[src/rtl/shift_rx_ctrl.sv]
// Serial-to-parallel receiver: gathers 8 LSB-first bits per frame and holds the
// word for a consumer handshake. Reports bit-gap timeouts and overruns.
module shift_rx_ctrl #(
    parameter int unsigned TIMEOUT = 255
) (
    input  logic       SRC_CLK,
    input  logic       SRC_RST,
    input  logic       SRC_START,
    input  logic       SRC_BIT_EN,
    input  logic       SRC_SER_IN,
    input  logic       SRC_ACK,
    output logic [7:0] SRC_DATA_O,
    output logic       SRC_VALID,
    output logic       SRC_BUSY,
    output logic [3:0] SRC_BIT_CNT,
    output logic       SRC_ERR,
    output logic       SRC_OVR
);

    typedef enum logic [1:0] {
        IDLE  = 2'd0,
        SHIFT = 2'd1,
        DONE  = 2'd2
    } state_t;

    // Abort fires when the gap count already equals TIMEOUT-1 and another gap cycle arrives.
    localparam logic [7:0] GAP_LIMIT   = 8'(TIMEOUT - 1);
    localparam bit         TIMEOUT_ON  = (TIMEOUT != 0);

    state_t     state, state_n;
    logic [7:0] sr, sr_n;
    logic [3:0] bit_cnt, bit_cnt_n;
    logic [7:0] gap, gap_n;
    logic [7:0] data, data_n;
    logic       valid, valid_n;
    logic       err, err_n;
    logic       ovr, ovr_n;
    logic [7:0] shifted;

    assign shifted = {SRC_SER_IN, sr[7:1]};

    always_ff @(posedge SRC_CLK) begin
        if (SRC_RST) begin
            state   <= IDLE;
            sr      <= 8'h00;
            bit_cnt <= 4'd0;
            gap     <= 8'h00;
            data    <= 8'h00;
            valid   <= 1'b0;
            err     <= 1'b0;
            ovr     <= 1'b0;
        end else begin
            state   <= state_n;
            sr      <= sr_n;
            bit_cnt <= bit_cnt_n;
            gap     <= gap_n;
            data    <= data_n;
            valid   <= valid_n;
            err     <= err_n;
            ovr     <= ovr_n;
        end
    end

    always_comb begin
        state_n   = state;
        sr_n      = sr;
        bit_cnt_n = bit_cnt;
        gap_n     = gap;
        data_n    = data;
        valid_n   = valid;
        err_n     = 1'b0;
        ovr_n     = ovr;

        case (state)
            IDLE: begin
                bit_cnt_n = 4'd0;
                if (SRC_START) begin
                    state_n = SHIFT;
                    sr_n    = 8'h00;
                    gap_n   = 8'h00;
                end
            end

            SHIFT: begin
                // A restart wins over a strobe arriving in the same cycle.
                if (SRC_START) begin
                    sr_n      = 8'h00;
                    bit_cnt_n = 4'd0;
                    gap_n     = 8'h00;
                end else if (SRC_BIT_EN) begin
                    sr_n      = shifted;
                    bit_cnt_n = bit_cnt + 4'd1;
                    gap_n     = 8'h00;
                    if (bit_cnt == 4'd7) begin
                        data_n  = shifted;
                        valid_n = 1'b1;
                        state_n = DONE;
                    end
                end else if (TIMEOUT_ON && (gap == GAP_LIMIT)) begin
                    state_n   = IDLE;
                    err_n     = 1'b1;
                    bit_cnt_n = 4'd0;
                    gap_n     = 8'h00;
                end else if (gap != 8'hFF) begin
                    gap_n = gap + 8'd1;
                end
            end

            DONE: begin
                if (SRC_ACK) begin
                    valid_n = 1'b0;
                    if (SRC_START) begin
                        state_n   = SHIFT;
                        sr_n      = 8'h00;
                        bit_cnt_n = 4'd0;
                        gap_n     = 8'h00;
                    end else begin
                        state_n   = IDLE;
                        bit_cnt_n = 4'd0;
                    end
                end else if (SRC_START) begin
                    ovr_n = 1'b1;
                end
            end

            default: begin
                state_n = IDLE;
            end
        endcase
    end

    assign SRC_DATA_O  = data;
    assign SRC_VALID   = valid;
    assign SRC_BUSY    = (state == SHIFT);
    assign SRC_BIT_CNT = bit_cnt;
    assign SRC_ERR     = err;
    assign SRC_OVR     = ovr;

endmodule

[config.mk]
export PLATFORM = sky130hd
export DESIGN_NAME = shift_rx_ctrl
export DESIGN_NICKNAME = d
export VERILOG_FILES = /design/src/rtl/shift_rx_ctrl.sv
export SDC_FILE = /design/constraint.sdc
export NUM_CORES = 1
export LEC_CHECK = 0
export CORE_MARGIN = 8
export CORE_UTILIZATION = 52
export DETAILED_ROUTE_END_ITERATION = 8
export PLACE_DENSITY = 0.77
export SYNTH_ARGS = -nofsm -noshare
export SYNTH_HDL_FRONTEND = slang
export SYNTH_SLANG_ARGS = --single-unit
[constraint.sdc]
create_clock -name SRC_CLK -period 2.4 [get_ports SRC_CLK]
set_input_delay 0.24 -clock SRC_CLK [delete_from_list [all_inputs] [get_ports SRC_CLK]]
set_output_delay 0.24 -clock SRC_CLK [all_outputs]
set_load 0.05 [all_outputs]
# After elaboration in Yosys (flattened, before gate mapping)

Cells that the tools add are included.

Register bits after elaboration: 33
Input port bits: 6
Word-level logic and storage cells: 70

$add $sub $neg: 2
Equality and inequality tests: 15
Muxes and demuxes: 31
Bitwise operators: 3
Reduce and logical (&&, ||, !) cells: 11

Operator list:

| cell                | count |
|---|---|
| $mux 8              | 10 |
| $pmux 8 s3          | 2 |
| $mux 4              | 4 |
| $mux 2              | 6 |
| $pmux 4 s3          | 1 |
| $reduce_and 3->1    | 4 |
| $reduce_and 5->1    | 2 |
| $add 8x1->8 const B | 1 |
| $eq 8x8->1 const B  | 1 |
| $ne 2x2->1 const B  | 4 |
| $ne 8x8->1 const B  | 1 |
| $mux 1              | 6 |
| $ne 3x2->1 const B  | 2 |
| $pmux 2 s3          | 1 |
| $ne 5x3->1 const B  | 1 |
| $add 4x1->4 const B | 1 |
| $eq 4x3->1 const B  | 1 |
| $ne 4x3->1 const B  | 1 |
| $reduce_and 4->1    | 1 |
| $reduce_or 4->1     | 1 |
| $ne 3x3->1 const B  | 1 |
| $not 1->1           | 3 |
| $reduce_bool 3->1   | 1 |
| $eq 2x1->1 const B  | 1 |
| other kinds (5)     | 5 |

# Longest topological paths before layout

Gate-level depths: netlist of the first run.

Depth in word-level cells: 6
Depth in mapped cells: 6
Mapped depth without buffers: 6

# Least setup slack after synthesis of the first run

OpenSTA, ideal clock, no wires.

Path kind: register -> register
From: register state[0]
To: register gap[5]
Setup time: 131 ps
Arrival: 1,662 ps
Path slack: 607 ps
Cell stages (with the launch flop): 5
Buffers on the path: 0
Path through: dfxtp_1 or4b_4 or4_4 a31oi_1 nor3_1

Longest elaborated chain between the ends: 3

Ends and longest elaborated chain:

| what                                                | line | RTL |
|---|---|---|
| start: declaration                                  | 30   | `state_t state, state_n;` |
| start signal: assignment                            | 53   | `state <= state_n;` |
| $eq 2x1->1 (tied with other cells)                  | 74   | `case (state)` |
| $ne 5x3->1 (no source line) (tied with other cells) | --   |  |
| $reduce_and 3->1 (no source line)                   | --   |  |
| end signal: assignment                              | 56   | `gap <= gap_n;` |
| end: declaration                                    | 33   | `logic [7:0] gap, gap_n;` |

Parallel ways exist; a longest one is shown, timed or not.
A chain may end at the register's enable or synchronous reset.

# Worst setup path after layout of the first run

From: register state[0]
To: output SRC_BUSY

Longest elaborated chain between the ends: 1

Ends and longest elaborated chain:

| what             | line | RTL |
|---|---|---|
| $eq 2x1->1       | 134  | `assign SRC_BUSY = (state == SHIFT);` |
| end: declaration | 14   | `output logic SRC_BUSY,` |

No other way between the ends.

==> results.rst, run 1 <==
.. list-table::
   :header-rows: 1

   * - Metric
     - Value
   * - Startpoint type of the worst setup path
     - flip-flop
   * - Num Clock Sinks
     - 32
   * - Start point of the worst hold path
     - sr[3]
   * - Transition at the pin with the smallest max-transition slack
     - 674.5 ps
   * - Chip Height
     - 69.02 µm
   * - Max VDD drop
     - 0.3693 mV
   * - Number of max-slew violations in the final report
     - 0
   * - Number of antenna violations at the first check in global routing
     - 0
   * - Final min period
     - 2166 ps
   * - DRC violation total after the first TritonRoute iteration
     - 81
   * - Wire length after detailed routing
     - 3468 µm
   * - Largest net degree at the start of global routing
     - 18
   * - Count of TritonRoute iterations in the first routing pass
     - 4
   * - I/O pin total
     - 22
   * - Count of endpoints failing hold in the final timing report
     - 0
   * - Post-synthesis area per instance
     - 8.911 µm²
   * - Buffers and inverters on the worst path
     - 2
   * - Critical path data required time
     - 2160 ps
   * - Number of remaining DRC errors
     - 0
   * - Cts bufs inserted
     - 5
   * - Sum of overflow across all layers after global routing
     - 0
   * - Sequence of cells on the critical path
     - inv_1, nor2_1, clkdlybuf4s50_1
   * - Post-route clock skew
     - 14.52 ps
   * - Overall power of the completed layout
     - 935.8 µW
   * - Share of flip-flops with an asynchronous set or reset
     - 0
   * - Clock transition time at the flip-flop clock pins of the worst setup and hold paths
     - 110 ps
   * - Via count normalized by instance count
     - 5.973
   * - Register-to-register setup slack
     - approximately 430 ps
   * - TritonCTS clock tree
     - yes
   * - P_leak
     - between 0.5 and 0.6 nW
   * - Max stage delay cell, worst path
     - sky130_fd_sc_hd__clkdlybuf4s50_1
   * - Number of distinct library cells after synthesis
     - 42
   * - Detailed-route via count
     - ~1.3k
   * - Number of I/O port buffers
     - 21
   * - Setup total negative slack
     - 0 ps
   * - Depth of the most critical reg-to-reg path
     - 4
   * - Setup repair after global routing missed its margin
     - false
   * - Via count of the first global-routing pass
     - ~1.3k
   * - Ratio of cells with drive above 1 in the final layout
     - 0.1088
   * - Max capacitance violation total
     - 0
   * - Kind of end point of the critical path
     - output port
   * - Post-Place Cells
     - 216
   * - Final cell count without fillers
     - about 220
   * - Clock Latency Late Sink
     - 340 ps
   * - Placer's final routability congestion estimate
     - approximately 0.84
   * - Number of antenna diodes
     - 0
   * - Cell count of the worst hold path
     - 2
   * - Number of synthesized flops with an enable pin
     - 0
   * - Post-CTS setup buffers
     - 0
   * - Worst setup path class
     - flip-flop to output port
   * - Area added between synthesis and finish
     - 22.94%
   * - Start point of the critical path
     - state[0]
   * - Hold EP
     - sr[3]
   * - Number of nets with antenna violations after routing
     - 0
   * - Crit Reg-Reg Startpoint
     - state[0]
   * - Net count, final
     - 201
   * - H-tree depth reported by CTS
     - 2
   * - Maximum frequency from static timing analysis
     - 0.4617 GHz
   * - Detailed placement HPWL
     - 2472 µm
   * - Power per Cell Area
     - approximately 520 nW/µm²
   * - Post-synthesis instance area
     - 1461 µm²
   * - Post-DR wirelength/cell
     - 15.48 µm
   * - Worst EP arrival
     - ~1900 ps
   * - Die Span X
     - 69.02 µm
   * - Number of buffers on the longest clock path
     - 2
   * - Syn_nets
     - 173
   * - All-Layer GR Usage
     - 0.1458
   * - Layout fillers
     - 231
   * - Number of warning messages in the yosys log
     - 0
   * - Rel. slew slack
     - 0.5489
   * - CP max stage delay
     - 840 ps
   * - Cell family contributing the most delay on the critical path
     - buffers and inverters
   * - Initial cell density of the core
     - 0.5392
   * - Reg2Reg Capture Point
     - gap[5]
   * - Sequential element share of the synthesized area
     - 0.4384
   * - Instance count of the mapped netlist
     - 164
   * - Resize count post-CTS
     - 0
   * - FF+latch count, synth
     - 32
   * - Placeable Area
     - 2710 µm²
   * - CTS Root Buffer Type
     - sky130_fd_sc_hd__clkbuf_4
   * - Wire length of the first global-routing pass
     - 5892 µm
   * - Utilization of the core after routing
     - 0.6630
   * - Placement row count
     - 19
   * - Full die area
     - 4763 µm²
   * - Leading register cell type out of synthesis
     - sky130_fd_sc_hd__dfxtp_1
   * - Class of the tightest hold or removal check
     - flip-flop to flip-flop
   * - Hold buffers post-CTS
     - 0
   * - Finish-stage setup viols
     - 0
   * - Final clock period utilization by the worst path
     - 0.9025
   * - Outcome
     - complete, no violations
   * - Peak fanout along the critical path
     - 7
-- stage by stage --
stage	setup WS, ps	hold WS, ps	instance area, µm²
3_5_place_dp	161.2	461.7	1735
3_3_place_gp	178.6	456.5	1735
2_1_floorplan	606.5	358.1	1461
4_1_cts	222.8	486.9	1797
6_report	234.1	485.9	1797
5_1_grt	145.3	504.4	1797
-- synthesized netlist by cell type (2+ instances only) --
| library cell | count | share of area |
|---|---|---|
| sky130_fd_sc_hd__o31ai_1 | 4 | 0.021 |
| sky130_fd_sc_hd__nor2_1 | 20 | 0.051 |
| sky130_fd_sc_hd__inv_1 | 4 | 0.010 |
| sky130_fd_sc_hd__a311oi_1 | 2 | 0.012 |
| sky130_fd_sc_hd__a21oi_1 | 19 | 0.065 |
| sky130_fd_sc_hd__nand4b_1 | 2 | 0.012 |
| sky130_fd_sc_hd__a211oi_1 | 2 | 0.010 |
| sky130_fd_sc_hd__mux2i_1 | 8 | 0.055 |
| sky130_fd_sc_hd__a41oi_1 | 2 | 0.012 |
| sky130_fd_sc_hd__nand3_1 | 9 | 0.031 |
| sky130_fd_sc_hd__nand2_1 | 9 | 0.023 |
| sky130_fd_sc_hd__o21ai_0 | 5 | 0.017 |
| sky130_fd_sc_hd__dfxtp_1 | 32 | 0.44 |
| sky130_fd_sc_hd__or4_1 | 4 | 0.021 |
| sky130_fd_sc_hd__a22oi_1 | 2 | 0.010 |
| sky130_fd_sc_hd__nand4_1 | 4 | 0.017 |
| sky130_fd_sc_hd__nand2b_1 | 2 | 0.0086 |
| sky130_fd_sc_hd__ha_1 | 3 | 0.026 |
| sky130_fd_sc_hd__nor3_1 | 3 | 0.010 |
| sky130_fd_sc_hd__clkbuf_1 | 6 | 0.015 |
-- registers in the layout, summed over array words and instances (netlist names) --
name	flops
SRC_BIT_CNT	4
SRC_DATA_O	8
SRC_ERR	1
SRC_OVR	1
SRC_VALID	1
gap	8
sr	7
state	2
-- routing by layer --
metal	wire length, µm	vias to the layer above	global-route usage
met4	53	0	0.08884
li1	-	668	-
met3	221	6	0.05007
met5	0	-	0
met1	1577	625	0.1603
met2	1615	39	0.2357
-- tightest hold or removal path, delay by kind of cell (launching register included) --
family	cells	cell delay, ps
compound gates	1	50
flops	1	340
simple gates	1	60
-- kinds of logic (layout without fill, tap and decap cells) --
| logic type | after synthesis | count (layout) | synth area share |
|---|---|---|---|
| buffers and inverters | 11 | 40 | 0.02910 |
| AND/OR/NAND/NOR | 66 | 66 | 0.2611 |
| flip-flops | 32 | 32 | 0.4384 |
| adder cells (fa/ha/maj) | 3 | 3 | 0.02569 |
| AO/OA/AOI/OAI | 44 | 44 | 0.1909 |
| multiplexers | 8 | 8 | 0.05480 |
-- layout make-up --
type	count	area, µm²	share of cell area
tap	31	38.79	0.02159
sequential	32	640.6	0.3565
clock inverter	2	10.01	0.005571
clock buffer	6	51.30	0.02855
timing repair buffer	28	262.8	0.1462
inverter	4	15.01	0.008357
multi-input combinational	121	778.2	0.4331
-- placed cells by master (no fill, tap or decap), types with 2 or more instances in the layout --
master                            netlist  layout
sky130_fd_sc_hd__nand3_1                9       9
sky130_fd_sc_hd__buf_4                  0       7
sky130_fd_sc_hd__a211oi_1               2       2
sky130_fd_sc_hd__o21ai_0                5       5
sky130_fd_sc_hd__nand4_1                4       4
sky130_fd_sc_hd__o31ai_1                4       4
sky130_fd_sc_hd__nand2b_1               2       2
sky130_fd_sc_hd__dfxtp_1               32      32
sky130_fd_sc_hd__a22oi_1                2       2
sky130_fd_sc_hd__a311oi_1               2       2
sky130_fd_sc_hd__nand4b_1               2       2
sky130_fd_sc_hd__or4_1                  4       4
sky130_fd_sc_hd__clkbuf_4               0       5
sky130_fd_sc_hd__clkinv_2               0       2
sky130_fd_sc_hd__clkdlybuf4s50_1        0      21
sky130_fd_sc_hd__a41oi_1                2       2
sky130_fd_sc_hd__ha_1                   3       3
sky130_fd_sc_hd__nand2_1                9       9
sky130_fd_sc_hd__mux2i_1                8       8
sky130_fd_sc_hd__a21oi_1               19      19
sky130_fd_sc_hd__nor3_1                 3       3
sky130_fd_sc_hd__nor2_1                20      20
sky130_fd_sc_hd__inv_1                  4       4
-- how the worst max path moves through the flow --
| stage | end | cells past startpoint |
|---|---|---|
| after global placement | gap[5] | 5 |
| after CTS | SRC_BUSY | 3 |
| after global routing | SRC_BUSY | 3 |
| after floorplan | gap[5] | 4 |
| after detailed placement | gap[5] | 5 |
| final | SRC_BUSY | 3 |
-- where the power goes --
group | total (mW) | internal [mW] | switching [mW]
registers | 0.537 | 0.533 | 0.00382
clock network | 0.328 | 0.139 | 0.189
logic | 0.0703 | 0.0261 | 0.0442
total | 0.936 | 0.699 | 0.237
Power figures use the tool's default switching activity.
==> inputs of run 2 (changes only) <==
ABC_AREA = 1   (was unset)
ABC_CLOCK_PERIOD_IN_PS = 2400   (was unset)
CORE_UTILIZATION = 54   (was 52)
PLACE_DENSITY = 0.79   (was 0.77)
TNS_END_PERCENT = 30   (was unset)
==> results.rst, run 2 <==
.. list-table::
   :header-rows: 1

   * - Metric
     - Value
   * - Kind of end point of the critical path
     - output port
   * - Largest net degree at the start of global routing
     - 18 (unchanged)
   * - Post-Place Cells
     - 277 (+28%)
   * - Die Span X
     - 70.67 µm (+2.4%)
   * - Portion of synthesized cell area occupied by the leading cell type
     - 0.3969 (-0.04146)
   * - Setup repair after global routing missed its margin
     - false
   * - Number of antenna diodes
     - 0 (unchanged)
   * - Net count, final
     - 260 (+29%)
   * - Placeable Area
     - 2953 µm² (+9.0%)
   * - Final cell count without fillers
     - 285 (+27%)
   * - Wire length after detailed routing
     - 3297 µm (-4.9%)
   * - Placer's final routability congestion estimate
     - 0.8205 (-2.0%)
   * - Utilization of the core after routing
     - 0.6504 (-0.01255)
   * - Peak fanout along the critical path
     - 8 (+1)
   * - Switching power
     - 268.7 µW (+13%)
   * - Ratio of cells with drive above 1 in the final layout
     - 0.09524 (-0.01357)
   * - Sum of overflow across all layers after global routing
     - 0 (unchanged)
   * - Number of remaining DRC errors
     - 0 (unchanged)
   * - Area added between synthesis and finish
     - 18.99%
   * - Sequential element share of the synthesized area
     - 0.3969 (-0.04146)
   * - Number of nets with antenna violations after routing
     - 0 (unchanged)
   * - Number of distinct library cells after synthesis
     - 29 (-31%)
   * - P_leak
     - 0.7874 nW (+32%)
   * - Final min period
     - 2223 ps (+57.07 ps)
   * - Worst setup path class
     - flip-flop to output port
   * - Last element of the critical path
     - SRC_BUSY
   * - Syn_nets
     - 236 (+36%)
   * - Worst Hold Margin
     - 468.4 ps (-17.51 ps)
   * - Setup total negative slack
     - 0 ps (unchanged)
   * - Power per Cell Area
     - 551.0 nW/µm² (+5.8%)
   * - Initial cell density of the core
     - 0.5466 (+0.007367)
   * - Instance count of the mapped netlist
     - 227 (+38%)
   * - Final clock period utilization by the worst path
     - 0.9262 (+0.02378)
   * - Number of buffers on the longest clock path
     - 2 (unchanged)
   * - FF+latch count, synth
     - 32 (unchanged)
   * - Detailed placement HPWL
     - 2407 µm (-2.6%)
   * - Post-route clock skew
     - 7.851 ps (-6.671 ps)
   * - Most used cells in the layout excluding fill and tap cells
     - sky130_fd_sc_hd__nand2_1, sky130_fd_sc_hd__dfxtp_1, sky130_fd_sc_hd__nor2_1
   * - All-Layer GR Usage
     - 0.1389 (-0.006953)
   * - Post-synthesis area per instance
     - 7.110 µm² (-20%)
   * - Crit Reg-Reg Startpoint
     - gap[0]
   * - Max VDD drop
     - 0.4484 mV (+21%)
   * - Number of antenna violations at the first check in global routing
     - 0 (unchanged)
   * - Count of TritonRoute iterations in the first routing pass
     - 4 (unchanged)
   * - Startpoint type of the worst setup path
     - flip-flop
   * - Number of synthesized flops with an enable pin
     - 0 (unchanged)
   * - Finish-stage setup viols
     - 0 (unchanged)
   * - Comb power frac
     - 0.099 (+0.024)
   * - Number of warning messages in the yosys log
     - 0 (unchanged)
   * - TritonCTS clock tree
     - yes
   * - Max capacitance violation total
     - 0 (unchanged)
   * - H-tree depth reported by CTS
     - 2 (unchanged)
   * - Number of I/O port buffers
     - 21 (unchanged)
   * - I/O pin total
     - 22 (unchanged)
   * - Num Clock Sinks
     - 32 (unchanged)
   * - Resize count post-CTS
     - 0 (unchanged)
   * - Cts bufs inserted
     - 5 (unchanged)
   * - Clock Latency Late Sink
     - 340 ps (about the same)
   * - Worst EP arrival
     - 1980 ps (+50 ps)
   * - Clock power share
     - 0.385 (+0.034)
   * - Largest area contributor in the netlist
     - sky130_fd_sc_hd__dfxtp_1
   * - Post-synthesis instance area
     - 1614 µm² (+10%)
   * - Start point of the critical path
     - state[0]
   * - Register-to-register setup slack
     - 750 ps (+320 ps)
   * - Internal Power
     - 789.5 µW (+13%)
   * - Via count normalized by instance count
     - 5.088 (-15%)
   * - Worst slack at placement
     - 538.4 ps (+377.1 ps)
   * - Class of the tightest hold or removal check
     - flip-flop to flip-flop
   * - Switching portion of total power
     - 0.2539 (+0.0006956)
   * - Transition at the pin with the smallest max-transition slack
     - 501.3 ps (-173.2 ps)
   * - Most repeated cell in the gate-level netlist after synthesis
     - sky130_fd_sc_hd__nand2_1
   * - Placement row count
     - 20 (+1)
   * - Post-CTS setup buffers
     - 0 (unchanged)
   * - Part of the power in registers
     - 0.516 (-0.058)
   * - Outcome
     - complete, no violations
   * - Most common cell after layout, fill and taps aside
     - sky130_fd_sc_hd__nand2_1
   * - Maximum frequency from static timing analysis
     - 0.4498 GHz (-2.6%)
   * - Critical path data required time
     - 2160 ps (about the same)
   * - Reg2Reg Capture Point
     - gap[0]
   * - Chip Height
     - 70.67 µm (+2.4%)
   * - Leading register cell type out of synthesis
     - sky130_fd_sc_hd__dfxtp_1
   * - Most frequent cells after synthesis
     - sky130_fd_sc_hd__nand2_1, sky130_fd_sc_hd__dfxtp_1, sky130_fd_sc_hd__nor2_1
   * - Post-DR wirelength/cell
     - 11.57 µm (-25%)
   * - Layout fillers
     - 271 (+17%)
   * - Number of max-slew violations in the final report
     - 0 (unchanged)
   * - Detailed-route via count
     - 1450 (+8.4%)
   * - CTS Root Buffer Type
     - sky130_fd_sc_hd__clkbuf_4
   * - Depth of the most critical reg-to-reg path
     - 9 (+5)
   * - Count of endpoints failing hold in the final timing report
     - 0 (unchanged)
   * - Clock transition time at the flip-flop clock pins of the worst setup and hold paths
     - 100 ps (about the same)
   * - Hold buffers post-CTS
     - 0 (unchanged)
   * - Via count of the first global-routing pass
     - 1379 (+5.8%)
   * - Final setup margin
     - 177.0 ps (-57.07 ps)
   * - Ranking of synthesized cells by area
     - sky130_fd_sc_hd__dfxtp_1, sky130_fd_sc_hd__nand2_1, sky130_fd_sc_hd__nand3_1
   * - DRC violation total after the first TritonRoute iteration
     - 47 (-42%)
   * - Wire length of the first global-routing pass
     - 5602 µm (-4.9%)
   * - Full die area
     - 4994 µm² (+4.9%)
   * - Share of flip-flops with an asynchronous set or reset
     - 0 (unchanged)
   * - Rel. slew slack
     - 0.6647 (+0.1158)
==> run 2: changes by cell type after synthesis, sizes merged, moves of 4 or more <==
| cell | previous run | this run |
|---|---|---|
| nand2 | 9 | 56 |
| inv | 4 | 26 |
| nand3 | 9 | 27 |
| nor2 | 20 | 33 |
| mux2i | 8 | 0 |
| or4 | 5 | 0 |
| o31ai | 4 | 0 |
==> run 2: routing by layer <==
metal,up-vias,track usage,part of all wire
met1,644,0.1412,0.46
met5,-,0,0
met3,6,0.03390,0.026
met2,21,0.2474,0.48
li1,779,-,-
met4,0,0.09007,0.026
==> run 2: cells by family after synthesis <==
logic type                 after synthesis  share of synthesized area
xor gates and xnor gates                 3                    0.01628
AOI/OAI and AO/OA                       30                     0.1039
buffers and inverters                   33                    0.08605
adders and majority gates                3                    0.02326
DFF                                     32                     0.3969
and+or+nand+nor                        126                     0.3737
==> run 2: worst max-delay path: stages (launching register included) <==
cell and delay [ps]:
sky130_fd_sc_hd__dfxtp_1 510, sky130_fd_sc_hd__nand2_4 140, sky130_fd_sc_hd__inv_2 160, sky130_fd_sc_hd__clkdlybuf4s50_1 830
==> run 2: worst min path at each step <==
stage / endpoint / cells past startpoint / startpoint
6_report: SRC_DATA_O[6] / 2 / SRC_DATA_O[6]
5_1_grt: SRC_VALID / 2 / SRC_VALID
4_1_cts: SRC_DATA_O[6] / 2 / SRC_DATA_O[6]
3_5_place_dp: SRC_DATA_O[0] / 2 / SRC_DATA_O[0]
3_3_place_gp: sr[1] / 2 / sr[1]
2_1_floorplan: SRC_OVR / 2 / SRC_START
==> run 2: cell type report <==
cell class / count / area, µm² / share of cell area
timing repair buffer: 23 / 225.2 / 0.1173
tap: 33 / 41.29 / 0.02150
sequential: 32 / 640.6 / 0.3336
clock buffer: 6 / 41.29 / 0.02150
clock inverter: 2 / 35.03 / 0.01824
inverter: 27 / 102.6 / 0.05342
multi-input combinational: 162 / 834.6 / 0.4345
==> run 2: power by group through the flow <==
stage                     combinational, mW  clock, mW  sequential (mW)
final                                 0.104      0.408            0.546
after global routing                  0.116      0.444            0.547
after CTS                             0.105      0.421            0.546
after detailed placement              0.104          0            0.559
after global placement                0.103          0            0.558
after floorplan                      0.0779          0            0.558
==> run 2: metrics by stage <==
stage                     instance area (µm²)  power, mW
after floorplan                          1614     0.6364
after global placement                   1844     0.6612
after detailed placement                 1844     0.6628
after CTS                                1921      1.072
after global routing                     1921      1.107
final                                    1921      1.058
==> inputs of run 3 (changes only) <==
CAP_MARGIN = 20   (was unset)
CORE_MARGIN = 2   (was 8)
==> results.rst, run 3 (synthesis gave the netlist of run 2 again) <==
.. list-table::
   :header-rows: 1

   * - Metric
     - Value
   * - Outcome
     - complete, no violations
   * - Number of remaining DRC errors
     - 0 (unchanged)
   * - Detailed-route via count
     - 1497 (+3.2%)
   * - Count of endpoints failing hold in the final timing report
     - 0 (unchanged)
   * - Initial cell density of the core
     - 0.5754 (+0.02877)
   * - TritonCTS clock tree
     - yes
   * - Critical path data required time
     - 2160 ps (about the same)
   * - Start point of the worst hold path
     - SRC_DATA_O[2]
   * - Post-CTS setup buffers
     - 0 (unchanged)
   * - H-tree depth reported by CTS
     - 2 (unchanged)
   * - Power per Cell Area
     - 511.4 nW/µm² (-7.2%)
   * - Max capacitance violation total
     - 0 (unchanged)
   * - Clock Latency Late Sink
     - 350 ps (about the same)
   * - Post-route clock skew
     - 7.335 ps (-0.5160 ps)
   * - Reg2Reg Capture Point
     - SRC_VALID
   * - Placer's final routability congestion estimate
     - 0.8790 (+7.1%)
   * - Full die area
     - 3442 µm² (-31%)
   * - Post-DR wirelength/cell
     - 11.76 µm (+1.7%)
   * - Setup total negative slack
     - 0 ps (unchanged)
   * - CTS Root Buffer Type
     - sky130_fd_sc_hd__clkbuf_4
   * - Placeable Area
     - 2805 µm² (-5.0%)
   * - Worst setup path class
     - flip-flop to output port
   * - Finish-stage setup viols
     - 0 (unchanged)
   * - Utilization of the core after routing
     - 0.6784 (+0.02799)
   * - Setup repair after global routing missed its margin
     - false
   * - Maximum frequency from static timing analysis
     - 0.4464 GHz (-0.76%)
   * - Class of the tightest hold or removal check
     - flip-flop to flip-flop
   * - DRC violation total after the first TritonRoute iteration
     - 48 (+2.1%)
   * - Sum of overflow across all layers after global routing
     - 0 (unchanged)
   * - Die Span X
     - 58.67 µm (-17%)
   * - Rel. slew slack
     - 0.6589 (-0.005871)
   * - Wire length after detailed routing
     - 3328 µm (+0.94%)
   * - Ratio of cells with drive above 1 in the final layout
     - 0.09921 (+0.003968)
   * - Final min period
     - 2240 ps (+17.05 ps)
   * - Peak fanout along the critical path
     - 8 (unchanged)
   * - Most common cell after layout, fill and taps aside
     - sky130_fd_sc_hd__nand2_1
   * - Wire length of the first global-routing pass
     - 5768 µm (+3.0%)
   * - Cell count of the worst hold path
     - 2 (unchanged)
   * - Crit Reg-Reg Startpoint
     - SRC_BIT_CNT[0]
   * - Chip Height
     - 58.67 µm (-17%)
   * - Worst EP arrival
     - 2000 ps (+20 ps)
   * - Cell family contributing the most delay on the critical path
     - buffers and inverters
   * - Most used cells in the layout excluding fill and tap cells
     - sky130_fd_sc_hd__nand2_1, sky130_fd_sc_hd__dfxtp_1, sky130_fd_sc_hd__nor2_1
   * - Count of TritonRoute iterations in the first routing pass
     - 4 (unchanged)
   * - Largest net degree at the start of global routing
     - 26 (+8)
   * - Register-to-register setup slack
     - 750 ps (about the same)
   * - Net count, final
     - 260 (unchanged)
   * - Number of antenna violations at the first check in global routing
     - 0 (unchanged)
   * - Via count normalized by instance count
     - 5.290 (+4.0%)
   * - Num Clock Sinks
     - 32 (unchanged)
   * - Area added between synthesis and finish
     - 17.91%
   * - Cts bufs inserted
     - 5 (unchanged)
   * - Detailed placement HPWL
     - 2428 µm (+0.86%)
   * - Via count of the first global-routing pass
     - 1321 (-4.2%)
   * - Number of buffers on the longest clock path
     - 2 (unchanged)
   * - Kind of end point of the critical path
     - output port
   * - Buffers and inverters on the worst path
     - 2 (unchanged)
   * - Number of max-slew violations in the final report
     - 0 (unchanged)
   * - Hold EP
     - SRC_DATA_O[2]
   * - Hold buffers post-CTS
     - 0 (unchanged)
   * - Number of I/O port buffers
     - 21 (unchanged)
   * - Resize count post-CTS
     - 0 (unchanged)
   * - CP max stage delay
     - 840 ps (about the same)
   * - P_leak
     - 0.7726 nW (-1.9%)
   * - Max stage delay cell, worst path
     - sky130_fd_sc_hd__clkdlybuf4s50_1
   * - Max VDD drop
     - 0.4637 mV (+3.4%)
   * - Clock transition time at the flip-flop clock pins of the worst setup and hold paths
     - 110 ps (about the same)
   * - I/O pin total
     - 22 (unchanged)
   * - Transition at the pin with the smallest max-transition slack
     - 510.1 ps (+8.778 ps)
   * - All-Layer GR Usage
     - 0.2232 (+0.08431)
   * - Sequence of cells on the critical path
     - nand2_4, inv_2, clkdlybuf4s50_1
   * - Startpoint type of the worst setup path
     - flip-flop
   * - Number of antenna diodes
     - 0 (unchanged)
   * - Placement row count
     - 19 (-5.0%)
   * - Final clock period utilization by the worst path
     - 0.9333 (+0.007105)
   * - Depth of the most critical reg-to-reg path
     - 5 (-4)
   * - Number of nets with antenna violations after routing
     - 0 (unchanged)
==> run 3: cell types whose count changed in the layout (fill, tap and decap cells not counted) <==
cell	change
sky130_fd_sc_hd__clkinv_4	+1
sky130_fd_sc_hd__clkbuf_1	-1
sky130_fd_sc_hd__clkinv_2	-1
sky130_fd_sc_hd__bufinv_16	-1
sky130_fd_sc_hd__clkinvlp_4	+2
==> run 3: worst max-delay path by stage <==
stage                   startpoint  endpoint  slack (ps)  depth (start not counted)
global placement          state[0]  SRC_BUSY         570                          3
global route              state[0]  SRC_BUSY          80                          3
floorplan           SRC_BIT_CNT[0]  state[0]         650                          8
detailed placement        state[0]  SRC_BUSY         540                          3
CTS                       state[0]  SRC_BUSY         130                          3
finish                    state[0]  SRC_BUSY         160                          3
==> run 3: through the flow <==
stage               setup slack [ps]  std cells  hold WS [ps]  power [mW]  cell area, µm²
CTS                            134.3        283         468.7      0.9844            1903
finish                         160.0        283         467.9      0.9733            1903
floorplan                      654.4        227         404.2      0.6364            1614
global route                   76.83        283         483.0       1.026            1903
detailed placement             537.0        275         451.0      0.6633            1842
global placement               571.6        275         450.8      0.6616            1842
==> run 3: where the power goes <==
part	leakage, nW	switching [mW]	total (mW)	internal [mW]
clock	0.0274	0.207	0.322	0.115
sequential	0.259	0.00938	0.546	0.537
combinational	0.487	0.0706	0.105	0.0346
==> run 3: routing by layer <==
metal  vias up  share of wire  GRT usage
met2        23           0.47     0.3676
li1        779              -          -
met4         0          0.020    0.09740
met1       689           0.47     0.2707
met3         6          0.041    0.06593
met5         -              0          0
==> run 3: worst min-delay path, stage by stage (launching register included) <==
cell and delay, ps:
sky130_fd_sc_hd__dfxtp_1 330, sky130_fd_sc_hd__nand2_1 60, sky130_fd_sc_hd__a21oi_1 50
==> run 3: final cells by class <==
class                           instances  area, µm²
Fill cell                             262      902.1
Multi-Input combinational cell        162      834.6
Sequential cell                        32      640.6
Timing Repair Buffer                   23      225.2
Inverter                               27      102.6
Tap cell                               31      38.79
Clock buffer                            5      37.54
Clock inverter                          3      23.77
